==> config.mk <==
export PLATFORM = sky130hd
export DESIGN_NAME = neuron_requant_relu
export DESIGN_NICKNAME = d
export VERILOG_FILES = /design/src/rtl/neuron_requant_relu.sv
export SDC_FILE = /design/constraint.sdc
export NUM_CORES = 1
export LEC_CHECK = 0
export CORE_AREA = 2 2 246 248
export CTS_CLUSTER_DIAMETER = 150
export DETAILED_ROUTE_END_ITERATION = 8
export DIE_AREA = 0 0 248 250
export PLACE_DENSITY = 0.68
export SYNTH_ARGS = -nofsm -noshare
export SYNTH_HDL_FRONTEND = slang
export SYNTH_SLANG_ARGS = --single-unit
==> constraint.sdc <==
create_clock -name clk -period 7.5 [get_ports clk]
set_input_delay 1.5 -clock clk [delete_from_list [all_inputs] [get_ports clk]]
set_output_delay 1.5 -clock clk [all_outputs]
set_load 0.005 [all_outputs]
==> src/rtl/neuron_requant_relu.sv <==
// neuron_requant_relu: requantises the neuron's signed accumulated sum back to
// int8 (bias add, fixed-point scale, round-shift, saturate, optional ReLU) and
// buffers the activations in a first-word-fall-through FIFO with a
// valid/ready output. The neuron side is never stalled, so a result arriving
// at a full FIFO (with no pop on that edge) is dropped and flagged in ovf.
module neuron_requant_relu #(
    parameter int ACC_W      = 20,
    parameter int SCALE_W    = 16,
    parameter int FIFO_DEPTH = 4
) (
    input  logic               clk,
    input  logic               rst,
    input  logic               sum_valid,
    input  logic [ACC_W-1:0]   accumulated_sum,
    input  logic [ACC_W-1:0]   bias,
    input  logic [SCALE_W-1:0] scale,
    input  logic [4:0]         shift,
    input  logic               relu_en,
    output logic               out_valid,
    input  logic               out_ready,
    output logic [7:0]         out_data,
    output logic               ovf,
    output logic [15:0]        sat_cnt,
    input  logic               clr_flags
);

    localparam int B_W   = ACC_W + 1;
    localparam int P_W   = ACC_W + SCALE_W + 2;
    // One guard bit above the product so adding the rounding term never wraps.
    localparam int R_W   = P_W + 1;
    localparam int PTR_W = $clog2(FIFO_DEPTH);

    localparam logic signed [R_W-1:0] SAT_MAX = R_W'(127);
    localparam logic signed [R_W-1:0] SAT_MIN = -R_W'(128);

    // Stage 1: bias added, config captured with the data
    logic                    s1_valid_q, s1_valid_d;
    logic signed [B_W-1:0]   s1_b_q, s1_b_d;
    logic [SCALE_W-1:0]      s1_scale_q, s1_scale_d;
    logic [4:0]              s1_shift_q, s1_shift_d;
    logic                    s1_relu_q, s1_relu_d;

    // Stage 2: exact product
    logic                    s2_valid_q, s2_valid_d;
    logic signed [P_W-1:0]   s2_p_q, s2_p_d;
    logic [4:0]              s2_shift_q, s2_shift_d;
    logic                    s2_relu_q, s2_relu_d;

    // Stage 3 (combinational from stage 2, lands in the FIFO)
    logic signed [R_W-1:0]   s3_half;
    logic signed [R_W-1:0]   s3_round;
    logic signed [R_W-1:0]   s3_shifted;
    logic [7:0]              s3_result;
    logic                    s3_clipped;

    // FIFO
    logic [7:0]              fifo_mem [FIFO_DEPTH];
    logic [PTR_W:0]          wr_ptr_q, wr_ptr_d;
    logic [PTR_W:0]          rd_ptr_q, rd_ptr_d;
    logic                    fifo_empty;
    logic                    fifo_full;
    logic                    fifo_pop;
    logic                    fifo_wr;
    logic                    fifo_drop;

    // Flags
    logic                    ovf_q, ovf_d;
    logic [15:0]             sat_cnt_q, sat_cnt_d;

    // Round, shift, saturate and ReLU the stage-2 product.
    always_comb begin
        s3_half = '0;
        if (s2_shift_q != 5'd0) begin
            s3_half = R_W'(1) << (s2_shift_q - 5'd1);
        end
        s3_round   = {s2_p_q[P_W-1], s2_p_q} + s3_half;
        s3_shifted = s3_round >>> s2_shift_q;
        s3_clipped = 1'b0;
        s3_result  = s3_shifted[7:0];
        if (s3_shifted > SAT_MAX) begin
            s3_result  = 8'h7F;
            s3_clipped = 1'b1;
        end else if (s3_shifted < SAT_MIN) begin
            s3_result  = 8'h80;
            s3_clipped = 1'b1;
        end
        // ReLU applies after saturation and is not itself a clip.
        if (s2_relu_q && s3_result[7]) begin
            s3_result = 8'h00;
        end
    end

    // FIFO status and handshake decisions.
    always_comb begin
        fifo_empty = (wr_ptr_q == rd_ptr_q);
        fifo_full  = (wr_ptr_q[PTR_W] != rd_ptr_q[PTR_W]) &&
                     (wr_ptr_q[PTR_W-1:0] == rd_ptr_q[PTR_W-1:0]);
        fifo_pop   = !fifo_empty && out_ready;
        // A pop on the same edge frees the slot, so a full FIFO still accepts.
        fifo_wr    = s2_valid_q && (!fifo_full || fifo_pop);
        fifo_drop  = s2_valid_q && fifo_full && !fifo_pop;
    end

    // Next-state for pipeline registers, pointers and flags.
    always_comb begin
        s1_valid_d = sum_valid;
        s1_b_d     = s1_b_q;
        s1_scale_d = s1_scale_q;
        s1_shift_d = s1_shift_q;
        s1_relu_d  = s1_relu_q;
        if (sum_valid) begin
            s1_b_d     = B_W'($signed(accumulated_sum)) + B_W'($signed(bias));
            s1_scale_d = scale;
            s1_shift_d = shift;
            s1_relu_d  = relu_en;
        end

        s2_valid_d = s1_valid_q;
        s2_p_d     = s2_p_q;
        s2_shift_d = s2_shift_q;
        s2_relu_d  = s2_relu_q;
        if (s1_valid_q) begin
            s2_p_d     = P_W'(s1_b_q) * P_W'($signed({1'b0, s1_scale_q}));
            s2_shift_d = s1_shift_q;
            s2_relu_d  = s1_relu_q;
        end

        wr_ptr_d = fifo_wr  ? wr_ptr_q + 1'b1 : wr_ptr_q;
        rd_ptr_d = fifo_pop ? rd_ptr_q + 1'b1 : rd_ptr_q;

        // Clear has priority over any event in the same cycle.
        ovf_d     = ovf_q;
        sat_cnt_d = sat_cnt_q;
        if (clr_flags) begin
            ovf_d     = 1'b0;
            sat_cnt_d = '0;
        end else begin
            if (fifo_drop) begin
                ovf_d = 1'b1;
            end
            if (s2_valid_q && s3_clipped && (sat_cnt_q != 16'hFFFF)) begin
                sat_cnt_d = sat_cnt_q + 16'd1;
            end
        end
    end

    // State registers; reset discards everything in flight or buffered.
    always_ff @(posedge clk or posedge rst) begin
        if (rst) begin
            s1_valid_q <= 1'b0;
            s1_b_q     <= '0;
            s1_scale_q <= '0;
            s1_shift_q <= '0;
            s1_relu_q  <= 1'b0;
            s2_valid_q <= 1'b0;
            s2_p_q     <= '0;
            s2_shift_q <= '0;
            s2_relu_q  <= 1'b0;
            wr_ptr_q   <= '0;
            rd_ptr_q   <= '0;
            ovf_q      <= 1'b0;
            sat_cnt_q  <= '0;
        end else begin
            s1_valid_q <= s1_valid_d;
            s1_b_q     <= s1_b_d;
            s1_scale_q <= s1_scale_d;
            s1_shift_q <= s1_shift_d;
            s1_relu_q  <= s1_relu_d;
            s2_valid_q <= s2_valid_d;
            s2_p_q     <= s2_p_d;
            s2_shift_q <= s2_shift_d;
            s2_relu_q  <= s2_relu_d;
            wr_ptr_q   <= wr_ptr_d;
            rd_ptr_q   <= rd_ptr_d;
            ovf_q      <= ovf_d;
            sat_cnt_q  <= sat_cnt_d;
        end
    end

    // FIFO storage; contents are meaningless while the pointers say empty.
    always_ff @(posedge clk) begin
        if (fifo_wr) begin
            fifo_mem[wr_ptr_q[PTR_W-1:0]] <= s3_result;
        end
    end

    assign out_valid = !fifo_empty;
    assign out_data  = fifo_empty ? 8'h00 : fifo_mem[rd_ptr_q[PTR_W-1:0]];
    assign ovf       = ovf_q;
    assign sat_cnt   = sat_cnt_q;

endmodule

* After elaboration in Yosys (flattened, before gate mapping)
Memory sizes are Yosys's and may differ from the RTL's. Cells that the tools add are included.
Operators by class: add/subtract/negate cells 6, $mul 1, order comparisons 2, equality and inequality tests 4, shift operators 2, multiplexer cells 13, reductions and logical operators 15
Operators with widths (count):
- $add 39x39->39 | 1
- $gt 39x8->1 const B | 1
- $lt 39x8->1 const B | 1
- $mux 39 | 1
- $shl 1x5->39 const A | 1
- $sshr 39x5->39 | 1
- $mul 21x17->38 | 1
- $mux 16 | 2
- $mux 8 | 4
- $add 20x20->21 | 1
- $add 16x1->16 const B | 1
- $ne 16x16->1 const B | 1
- $logic_and 1x1->1 | 8
- $add 3x1->3 const B | 2
- $mux 1 | 6
- $reduce_bool 5->1 | 1
- $sub 5x1->5 const B | 1
- $reduce_bool 2->1 | 2
- $eq 3x3->1 | 1
- $logic_not 1->1 | 3
- $eq 2x2->1 | 1
- $logic_or 1x1->1 | 1
- $ne 1x1->1 | 1
Word-level totals: register bits after elaboration 112, memory bits (writable) 32, input bits 67, output and inout bits 26, word-level logic and storage cells 57, memories 1
Memories:
- fifo_mem | depth 4, width 8, read ports 1, clocked after memory_dff 0, write ports 1, RTL line 57 | logic [7:0] fifo_mem [FIFO_DEPTH];

* Depth between registers and ports, before layout
Gate-level depths: netlist (run 1).
word-level depth 12, depth in mapped cells 30, gate-level depth less buffers 29

* Least setup slack after synthesis (run 1)
Ideal clock, no wire load.
path type register to register, start point register s1_b_q[13], end point register s2_p_q[35], setup time 0.125 ns, arrival 6.979 ns, data required time 7.375 ns, path slack 0.397 ns, cell stages (with the launch flop) 28, buffers on the path 1, period minus slack after synthesis 7.103 ns, cell sequence dfrtp_1 > clkbuf_1 > nand2_1 > fa_1 > inv_1 > fa_1 > inv_1 > fa_1 > inv_1 > fa_1 > inv_1 > fa_1 > fa_1 > inv_1 > ha_1 > a211o_1 > or3_1 > a211oi_1 > o31ai_1 > o211a_1 > a41oi_1 > o221ai_1 > o31a_1 > a41oi_1 > nand2b_1 > a21oi_1 > xnor2_1 > mux2_2
Between the ends: word-level cells in the longest chain between the ends 1
RTL lines:
- from (decl) | RTL line 38 | logic signed [B_W-1:0] s1_b_q, s1_b_d;
- from (signal assigned) | RTL line 151 | s1_b_q <= '0;
- from (signal assigned) | RTL line 165 | s1_b_q <= s1_b_d;
- $mul 21x17->38 | RTL line 123 | s2_p_d = P_W'(s1_b_q) * P_W'($signed({1'b0, s1_scale_q}));
- to (signal assigned) | RTL line 170 | s2_p_q <= s2_p_d;
- to (decl) | RTL line 45 | logic signed [P_W-1:0] s2_p_q, s2_p_d;
Every way passes these cells. A chain may end at the register's enable or synchronous reset.

* Worst setup path after layout (run 1)
start point register s1_scale_q[4], end point register s2_p_q[36]
Between the ends: word-level cells in the longest chain between the ends 1
RTL lines:
- from (decl) | RTL line 39 | logic [SCALE_W-1:0] s1_scale_q, s1_scale_d;
- from (signal assigned) | RTL line 166 | s1_scale_q <= s1_scale_d;
- $mul 21x17->38 | RTL line 123
Every way passes these cells.

==> results of run 1 <==
flip-flops by register name (all words and copies together), names as in the netlist, 5 cells and up:
signal / count
sat_cnt: 16
s2_p_q: 38
s1_b_q: 21
fifo_mem: 32
s1_scale_q: 16
s2_shift_q: 5
s1_shift_q: 5
what timing repair did:
item	4_1_cts	5_1_grt
gates resized for setup	0	10
hold buffers	0	0
endpoints found under the setup margin	0	7
final cells by class:
type                    instances  area [um^2]  area share (%)
repair buffers                170         1500            5.51
flip-flops and latches        144         3770            13.8
well taps                     782          978            3.59
inverters                     430         1620            5.93
multi-input cells            2038        18800            69.0
clock buffers                  17          425            1.56
clock inverters                15          150           0.551
how the worst max path moves through the flow:
| stage | from | end | slack (ps) | cells after the start |
|---|---|---|---|---|
| 2_1_floorplan | s1_b_q[13] | s2_p_q[35] | 400 | 27 |
| 3_3_place_gp | s1_b_q[10] | s2_p_q[35] | 210 | 26 |
| 3_5_place_dp | s1_b_q[10] | s2_p_q[35] | 70 | 26 |
| 4_1_cts | s1_b_q[10] | s2_p_q[35] | 10 | 26 |
| 5_1_grt | s1_scale_q[4] | s2_p_q[36] | -10 | 25 |
| 6_report | s1_scale_q[4] | s2_p_q[36] | 340 | 25 |
kinds of logic after synthesis:
group                    after synthesis
flip-flops                           144
other                                  1
adder cells (fa/ha/maj)              490
AND/OR/NAND/NOR                      868
buffers and inverters                571
multiplexers                         145
AO/OA/AOI/OAI                        447
XOR/XNOR                              87
metal layers:
metal  vias up  GRT usage [%]  wire, um
met4         0           7.54      1870
met2       671           34.9     29700
met1      9647           28.7     27800
met3       115           2.85      3450
met5         -              0         0
li1       9167              -         -
worst max-delay path, cell delays in order (launching register included):
cell and delay [ps]:
dfrtp_1 440, buf_4 220, nand2_1 90, fa_1 490, inv_1 60, fa_1 520, inv_1 50, fa_1 480
fa_1 550, inv_1 50, fa_1 490, fa_1 410, ha_1 290, or2_2 270, a2111o_1 410, o21a_1 140
a31o_2 270, a211oi_2 230, nor3_1 120, o31a_1 350, a211o_1 270, a21oi_1 230, o21bai_1 90, a21oi_1 180
xnor2_1 80, mux2_2 250
synth_stat cells, types with 63 or more instances:
master	n	share of area, %
nand2_1	337	5.1
xnor2_1	63	2.2
a21oi_1	102	2.1
o21ai_0	65	1.3
mux2_2	78	3.5
fa_1	337	27
and2_1	174	4.4
clkbuf_1	107	1.6
inv_1	428	6.5
dfrtp_1	112	11
ha_1	153	7.7
nor2_1	135	2.0
through the flow:
step           cells  utilization, %
3_5_place_dp    3564            44.7
4_1_cts         3596            45.7
2_1_floorplan   2753               -
5_1_grt         3596            45.8
6_report        3596            45.8
3_3_place_gp    3564            44.7
layout by cell type, fill, tap and decap left out, types with 64 or more instances in the layout:
| cell type | instances |
|---|---|
| inv_1 | 427 |
| nand2_1 | 337 |
| fa_1 | 337 |
| and2_1 | 174 |
| ha_1 | 153 |
| nor2_1 | 135 |
| dfrtp_1 | 106 |
| a21oi_1 | 102 |
| clkdlybuf4s50_1 | 91 |
| mux2_2 | 78 |
| buf_4 | 78 |
| o21ai_0 | 64 |
==> impl_metrics.ini, run 1 <==
[status]
status = completed

[synthesis]
synthAdderAreaFrac_pct = 35.0
synth-edff-count = 32
yosys.area_share.simple_pct = 17.5
synth_compound_area_share_pct = 12.9
syn-instance-count = 2753
ys_warn_count = 0
ys_seq_elements = 144
ys.flop_type = dfrtp_1
synth_area_per_cell_um2 = 8.99
syn_nets = 3310
synth_mux_area_share_pct = 7.41
synthesis.area_um2 = 24700
seq_area_frac_synth_pct = 15.2
synth_top_family_by_area = adder cells
synthDistinctLibCells = 106
synth-async-reset-ratio_pct = 77.8
synth-xor-area-share_pct = 3.08

[clock_tree]
clk_latency_ps = 490
clk_pin_slew_ps = 70
h-tree-depth = 4
post_cts.repair.setup_buffers = 0
clockBufferDepth = 2
cts_buffers = 17
cts_tree = done
cts-root-buf = clkbuf_16
clock_sinks = 144

[setup_path]
reg2regPathDepth = 25
cp.required_ps = 7870
cp-start-kind = flip-flop
critPathMaxFanout = 11
critPathCaptureType = flip-flop
r2r_slack_ps = 340
r2r_start = s1_scale_q[4]
r2r_end = s2_p_q[36]
setup.worst_path.class = reg2reg
cp.arrival_ps = 7530

[drt]
finalWirelength_um = 62900
post-route-drc-count = 0
drtIter0Drc = 1489
dr.pass1.iters = 5
num_vias = 19600
antenna_left = 0
vias_per_cell = 5.45
post_drt_wl_per_cell_um = 17.5

[floorplanning]
die_w_um = 248
die_area_um2 = 62000
core_area_um2 = 59600
io_pins = 93
initial_core_util_pct = 41.5
std_cell_rows = 90
die_h_um = 250

[timing]
final.setup_skew_ps = 15.0
worst_slew_margin_rel_pct = 40.0
setup_viol = 0
final-max-slew-violation-count = 0
worst_slew_pin_slew_ps = 895
fmax_mhz = 140
hold_slack_ps = 489
finalWorstSetupSlack_ps = 339
finalHoldViolCount = 0
period_share_pct = 95.5
fin_crit_ps = 7160
setup-tns-final_ps = 0

[cells_and_area]
area_growth_pct = 10.2
fin_nets = 3358
antenna_cells = 0
drive_gt1_share_pct = 10.0
final_area_um2 = 27300
fillers = 5694

[place]
gp_congestion = 0.941
io_buffers = 92
dp_hpwl_um = 50900
postPlaceCellArea_um2 = 26700
place_ws_ps = 70.2

[hold_path]
hp-class = reg2reg
worstHoldStart = s1_shift_q[2]
hold_end = s2_shift_q[2]
hold_depth = 2

[global_routing]
grt_remaining_overflow = 0
grt_start_max_net_pins = 47
grt_pass1_wl_um = 105000
antenna_found_initial = 0
grt_use_total_pct = 21.3
grt_pass1_vias = 20102

[job]
maxCapViolCount = 0
Power of run 1 is left out: the tool's default activity adds up to more than one toggle a clock period on the data nets, which glitch-free logic cannot reach.
==> run 2, diff against run 1 <==
==> constraint.sdc (replaced) <==
create_clock -name clk -period 7.5 [get_ports clk]
set_input_delay 1.5 -clock clk [delete_from_list [all_inputs] [get_ports clk]]
set_output_delay 1.5 -clock clk [all_outputs]
set_load 0.1 [all_outputs]
==> results of run 2 <==
Same layout as run 1 (identical final DEF). Status: completed.
Power of run 2 is left out for the same reason.
